--- src/rtl/memory_stage.sv ---
// memory_stage: pipeline MEM stage driving a req/ack data-memory port with byte-lane stores and extended loads.
// Optional bus timeout abort is enabled by defining MEM_TIMEOUT_EN.
module memory_stage #(
    parameter int DATA_WIDTH     = 32,
    parameter int TIMEOUT_CYCLES = 16
) (
    input  logic                  clk,
    input  logic                  rst_n,
    input  logic                  MemReadM,
    input  logic                  MemWriteM,
    input  logic [2:0]            Funct3M,
    input  logic [DATA_WIDTH-1:0] ALUResultM,
    input  logic [DATA_WIDTH-1:0] WriteDataM,
    input  logic                  dmem_ack,
    input  logic [DATA_WIDTH-1:0] dmem_rdata,
    output logic                  dmem_req,
    output logic                  dmem_we,
    output logic [DATA_WIDTH-1:0] dmem_addr,
    output logic [DATA_WIDTH-1:0] dmem_wdata,
    output logic [3:0]            dmem_be,
    output logic [DATA_WIDTH-1:0] ReadDataM,
    output logic                  StallM,
    output logic                  MisalignM,
    output logic                  BusErrM
);
    typedef enum logic [1:0] {IDLE, BUSY, DONE} state_t;

    state_t                r_state, w_next;
    logic                  r_req, r_we;
    logic [DATA_WIDTH-1:0] r_addr, r_wdata, r_rdata;
    logic [3:0]            r_be;
    logic [2:0]            r_f3;
    logic [1:0]            r_lane;

    logic                  w_is_b, w_is_h, w_is_w, w_access, w_mis, w_start, w_timeout;
    logic                  w_ld_b, w_ld_h;
    logic [3:0]            w_be;
    logic [DATA_WIDTH-1:0] w_wdata, w_load;
    logic [7:0]            w_byte;
    logic [15:0]           w_half;

    assign w_is_b   = (Funct3M == 3'b000) || (Funct3M == 3'b100);
    assign w_is_h   = (Funct3M == 3'b001) || (Funct3M == 3'b101);
    assign w_is_w   = !(w_is_b || w_is_h);
    assign w_access = MemReadM || MemWriteM;
    assign w_mis    = (w_is_h && ALUResultM[0]) || (w_is_w && (ALUResultM[1:0] != 2'b00));
    assign w_start  = (r_state == IDLE) && w_access && !w_mis;

    assign w_be    = w_is_b ? 4'b0001 << ALUResultM[1:0] : w_is_h ? (ALUResultM[1] ? 4'b1100 : 4'b0011) : 4'b1111;
    assign w_wdata = w_is_b ? {4{WriteDataM[7:0]}} : w_is_h ? {2{WriteDataM[15:0]}} : WriteDataM;

    // Load extraction uses the size and lane captured at issue, since the address bus is word aligned.
    assign w_ld_b = (r_f3 == 3'b000) || (r_f3 == 3'b100);
    assign w_ld_h = (r_f3 == 3'b001) || (r_f3 == 3'b101);
    assign w_byte = dmem_rdata[{r_lane, 3'b000} +: 8];
    assign w_half = r_lane[1] ? dmem_rdata[31:16] : dmem_rdata[15:0];
    assign w_load = w_ld_b ? {{24{!r_f3[2] && w_byte[7]}}, w_byte}
                  : w_ld_h ? {{16{!r_f3[2] && w_half[15]}}, w_half} : dmem_rdata;

    always_ff @(posedge clk or negedge rst_n) begin
        if (!rst_n) r_state <= IDLE;
        else        r_state <= w_next;
    end

    always_comb begin
        w_next = r_state;
        case (r_state)
            IDLE:    w_next = w_start ? BUSY : IDLE;
            BUSY:    w_next = (dmem_ack || w_timeout) ? DONE : BUSY;
            default: w_next = IDLE;
        endcase
    end

    always_ff @(posedge clk or negedge rst_n) begin
        if (!rst_n) begin
            r_req   <= 1'b0;
            r_we    <= 1'b0;
            r_addr  <= '0;
            r_wdata <= '0;
            r_be    <= 4'b0000;
            r_f3    <= 3'b000;
            r_lane  <= 2'b00;
            r_rdata <= '0;
        end else if (w_start) begin
            r_req   <= 1'b1;
            r_we    <= MemWriteM;
            r_addr  <= {ALUResultM[DATA_WIDTH-1:2], 2'b00};
            r_wdata <= w_wdata;
            r_be    <= w_be;
            r_f3    <= Funct3M;
            r_lane  <= ALUResultM[1:0];
        end else if (r_state == BUSY && dmem_ack) begin
            r_req <= 1'b0;
            if (!r_we) r_rdata <= w_load;
        end else if (w_timeout) begin
            r_req   <= 1'b0;
            r_rdata <= '0;
        end
    end

`ifdef MEM_TIMEOUT_EN
    localparam int CW = $clog2(TIMEOUT_CYCLES + 1);
    logic [CW-1:0] r_cnt;
    logic          r_buserr;

    // An ack on the final BUSY cycle takes priority over the abort.
    assign w_timeout = (r_state == BUSY) && !dmem_ack && (r_cnt == CW'(TIMEOUT_CYCLES - 1));

    always_ff @(posedge clk or negedge rst_n) begin
        if (!rst_n) begin
            r_cnt    <= '0;
            r_buserr <= 1'b0;
        end else begin
            r_cnt    <= w_start ? '0 : (r_state == BUSY) ? r_cnt + CW'(1) : r_cnt;
            r_buserr <= w_timeout ? 1'b1 : (r_state == DONE) ? 1'b0 : r_buserr;
        end
    end

    assign BusErrM = r_buserr;
`else
    assign w_timeout = TIMEOUT_CYCLES < 0;
    assign BusErrM   = 1'b0;
`endif

    assign dmem_req   = r_req;
    assign dmem_we    = r_we;
    assign dmem_addr  = r_addr;
    assign dmem_wdata = r_wdata;
    assign dmem_be    = r_be;
    assign ReadDataM  = r_rdata;
    assign StallM     = w_start || (r_state == BUSY);
    assign MisalignM  = (r_state == IDLE) && w_access && w_mis;
endmodule

--- config.mk ---
export PLATFORM = sky130hd
export DESIGN_NAME = memory_stage
export DESIGN_NICKNAME = d
export VERILOG_FILES = /design/src/rtl/memory_stage.sv
export SDC_FILE = /design/constraint.sdc
export NUM_CORES = 1
export LEC_CHECK = 0
export BUFFER_PORTS_ARGS = -buffer_cell sky130_fd_sc_hd__buf_4
export CAP_MARGIN = 0
export CORE_MARGIN = 2
export CORE_UTILIZATION = 44
export DETAILED_ROUTE_END_ITERATION = 16
export PLACE_DENSITY = 0.85
export SLEW_MARGIN = 20
export SYNTH_ARGS = -nofsm -noshare
export SYNTH_HDL_FRONTEND = slang
export SYNTH_SLANG_ARGS = --single-unit
--- constraint.sdc ---
create_clock -name clk -period 1.91 [get_ports clk]
set_input_delay 0.2865 -clock clk [delete_from_list [all_inputs] [get_ports clk]]
set_output_delay 0.2865 -clock clk [all_outputs]
set_load 0.005 [all_outputs]
==> flow_metrics.env <==
export IMPL_drv_slew=0
export IMPL_cp_top_family="flip-flops"
export IMPL_hpwl_mm=11.2
export IMPL_grt_usage=0.241
export IMPL_status="finished clean"
export IMPL_crit_slowest_cell="dfrtp_1"
export IMPL_drcViolationCount=0
export IMPL_ys_seq_area_frac=0.532
export IMPL_drt_initial_drc_count=322
export IMPL_min_path_type="in2reg"
export IMPL_ctsRootBufferMaster="clkbuf_16"
export IMPL_hold_viol_final=0
export IMPL_antenna_found_initial=0
export IMPL_first_pass_iters=4
export IMPL_place_ws_ps=-83.3
export IMPL_ys_async_sr_fraction=1.00
export IMPL_worst_pin_slew_ps=669
export IMPL_cts_htree_levels=3
export IMPL_setup_violations=0
export IMPL_grt_max_degree=44
export IMPL_rows=39
export IMPL_vias_per_cell=5.38
export IMPL_overflow=0
export IMPL_path_buf_inv=2
export IMPL_insertion_delay_ps=350
export IMPL_drive_gt1_frac=0.461
export IMPL_initial_core_util=0.446
export IMPL_maxCapViolCount=0
export IMPL_wl_per_cell_um=18.1
export IMPL_grt_pass1_wl_mm=23.6
export IMPL_synth_ff_latch_count=107
export IMPL_dieArea_um2=12300
export IMPL_fp_dieH_um=111
export IMPL_gp_congestion=0.878
export IMPL_core_area_um2=11300
export IMPL_path_cells="or2_4 -> a2111oi_4 -> buf_6 -> buf_8 -> mux2_2"
export IMPL_arrival_ps=2110
export IMPL_yosys_warnings=0
export IMPL_synth_flop_cell="dfrtp_1"
export IMPL_ir_worst_vdd_mv=0.746
export IMPL_netlist_instances=460
export IMPL_skew_ps=7.64
export IMPL_max_freq_mhz=534
export IMPL_finalNonFillerCells=820
export IMPL_leakage_nw=3.42
export IMPL_max_stage_delay_ps=380
export IMPL_p_per_area_nw_per_um2=1380
export IMPL_grt_pass1_vias=4652
export IMPL_critPathMaxFanout=21
export IMPL_period_share=0.981
export IMPL_place_area_um2=6840
export IMPL_synth_area_per_cell_um2=10.9
export IMPL_min_period_ps=1870
export IMPL_rsz0062_at_grt="yes"
export IMPL_n_fill_cell=898
export IMPL_synth_edf_count=0
export IMPL_setup_ws_ps=37.0
export IMPL_placedCellCount=801
export IMPL_die_w_um=111
export IMPL_io_pins=209
export IMPL_relSlewSlack=0.553
export IMPL_synth_cell_types=43
export IMPL_cts_path_max_buffers=2
export IMPL_ant_nets=0
export IMPL_finalWirelength_mm=14.9
export IMPL_area_growth_pct=43.4
export IMPL_stdcell_area_um2=7210
export IMPL_cts_tree="yes"
export IMPL_cts_made_buffers=9
export IMPL_critPathCaptureType="register"
export IMPL_required_ps=2140
export IMPL_place_port_buffers=205
export IMPL_worst_setup_path_type="reg2reg"
export IMPL_path_clk_slew_ps=70
export IMPL_p_total_mw=9.95
export IMPL_clkSinkCount=107
export IMPL_antennaDiodeCount=0
export IMPL_setup_tns_ps=0
export IMPL_syn_area_um2=5030
export IMPL_nets=777
export IMPL_route_vias_total=4414
export IMPL_setup_worst_path_start_class="register"
-- where the power goes --
| group | internal (mW) | switching, mW | leakage [nW] |
|---|---|---|---|
| combinational | 2.42 | 1.75 | 2.05 |
| sequential | 3.26 | 0.656 | 1.23 |
| clock | 1.02 | 0.838 | 0.141 |
| total | 6.70 | 3.25 | 3.42 |
-- per-stage QoR --
| stage | utilization | hold slack, ps |
|---|---|---|
| floorplan | - | -9.09 |
| global placement | 0.606 | 323 |
| detailed placement | 0.606 | 331 |
| CTS | 0.634 | 134 |
| global route | 0.640 | 146 |
| finish | 0.640 | 152 |
-- cells by family after synthesis --
family                    count (synthesis)  share of synthesized area
muxes                                    92                      0.198
DFF                                     107                      0.532
other                                     1                   0.000746
and+or+nand+nor                         134                      0.115
buffers and inverters                    38                     0.0378
xor gates and xnor gates                  1                    0.00174
AOI/OAI and AO/OA                        87                      0.113
-- worst paths after layout --
path	start	endpoint	slack (ps)	cells past startpoint
min in group asynchronous	rst_n	ReadDataM[19]	480	2
max	r_state[0]	dmem_wdata[2]	40	5
max reg2reg	r_state[0]	dmem_wdata[2]	40	5
min	dmem_ack	r_state[0]	150	2
max in group asynchronous	rst_n	dmem_addr[4]	870	3
min reg2reg	dmem_req	dmem_req	490	2
-- cell usage after synthesis, types with 3 or more instances --
| cell | instances | area [µm²] |
|---|---|---|
| buf_4 | 6 | 45.0 |
| or2_2 | 4 | 25.0 |
| nand2_1 | 39 | 146 |
| buf_2 | 8 | 40.0 |
| dfrtp_1 | 107 | 2680 |
| a2111oi_0 | 7 | 61.3 |
| a31oi_1 | 9 | 56.3 |
| a32oi_1 | 7 | 61.3 |
| inv_1 | 3 | 11.3 |
| o21ai_0 | 15 | 75.1 |
| mux2_2 | 51 | 574 |
| a21oi_1 | 41 | 205 |
| clkbuf_1 | 18 | 67.6 |
| and3_1 | 7 | 43.8 |
| nor2_1 | 67 | 251 |
| mux2i_1 | 40 | 400 |
-- timing repair --
| action | in CTS | in global routing |
|---|---|---|
| hold endpoints to repair | 37 | 0 |
| setup buffers | 1 | 1 |
| gates resized for setup | 4 | 9 |
| cloned | 0 | 2 |
| setup endpoints to repair | 54 | 54 |
| hold buffers | 1 | 0 |
| pin swaps | 1 | 1 |
-- cell usage in the layout (no fill, tap or decap), types with 2 or more instances in the layout --
cell	n
buf_4	224
dfrtp_1	107
nor2_1	65
mux2_2	51
a21oi_1	41
mux2i_1	40
nand2_1	39
o21ai_0	15
clkbuf_16	10
a31oi_1	9
a32oi_1	7
and3_1	7
a2111oi_0	5
buf_12	4
inv_1	3
conb_1	3
buf_6	3
nand2b_1	2
or2_4	2
nor3_1	2
nand3_1	2
or2_2	2
buf_8	2
-- flip-flops by register name (all words and copies together), names as in the netlist, 2 cells and up --
register and flops:
dmem_addr 30, ReadDataM 32, dmem_wdata 32, r_f3 3, r_state 2, dmem_be 4, r_lane 2
-- final cells by class --
class,count,area (µm²),share of cell area
flip-flops and latches,107,2680,0.371
clock inverters,5,62.6,0.00868
well taps,143,179,0.0248
multi-input cells,317,2190,0.304
inverters,3,11.3,0.00156
repair buffers,235,1860,0.258
clock buffers,10,229,0.0318
-- per-layer routing --
layer	global-route usage	vias to the layer above	share of wire	routed length, µm
li1	-	2040	-	-
met1	0.286	2135	0.39	5770
met2	0.413	216	0.50	7420
met3	0.0847	23	0.094	1390
met4	0.0742	0	0.019	279
met5	0	-	0	0
(Power assumes the default switching activity.)
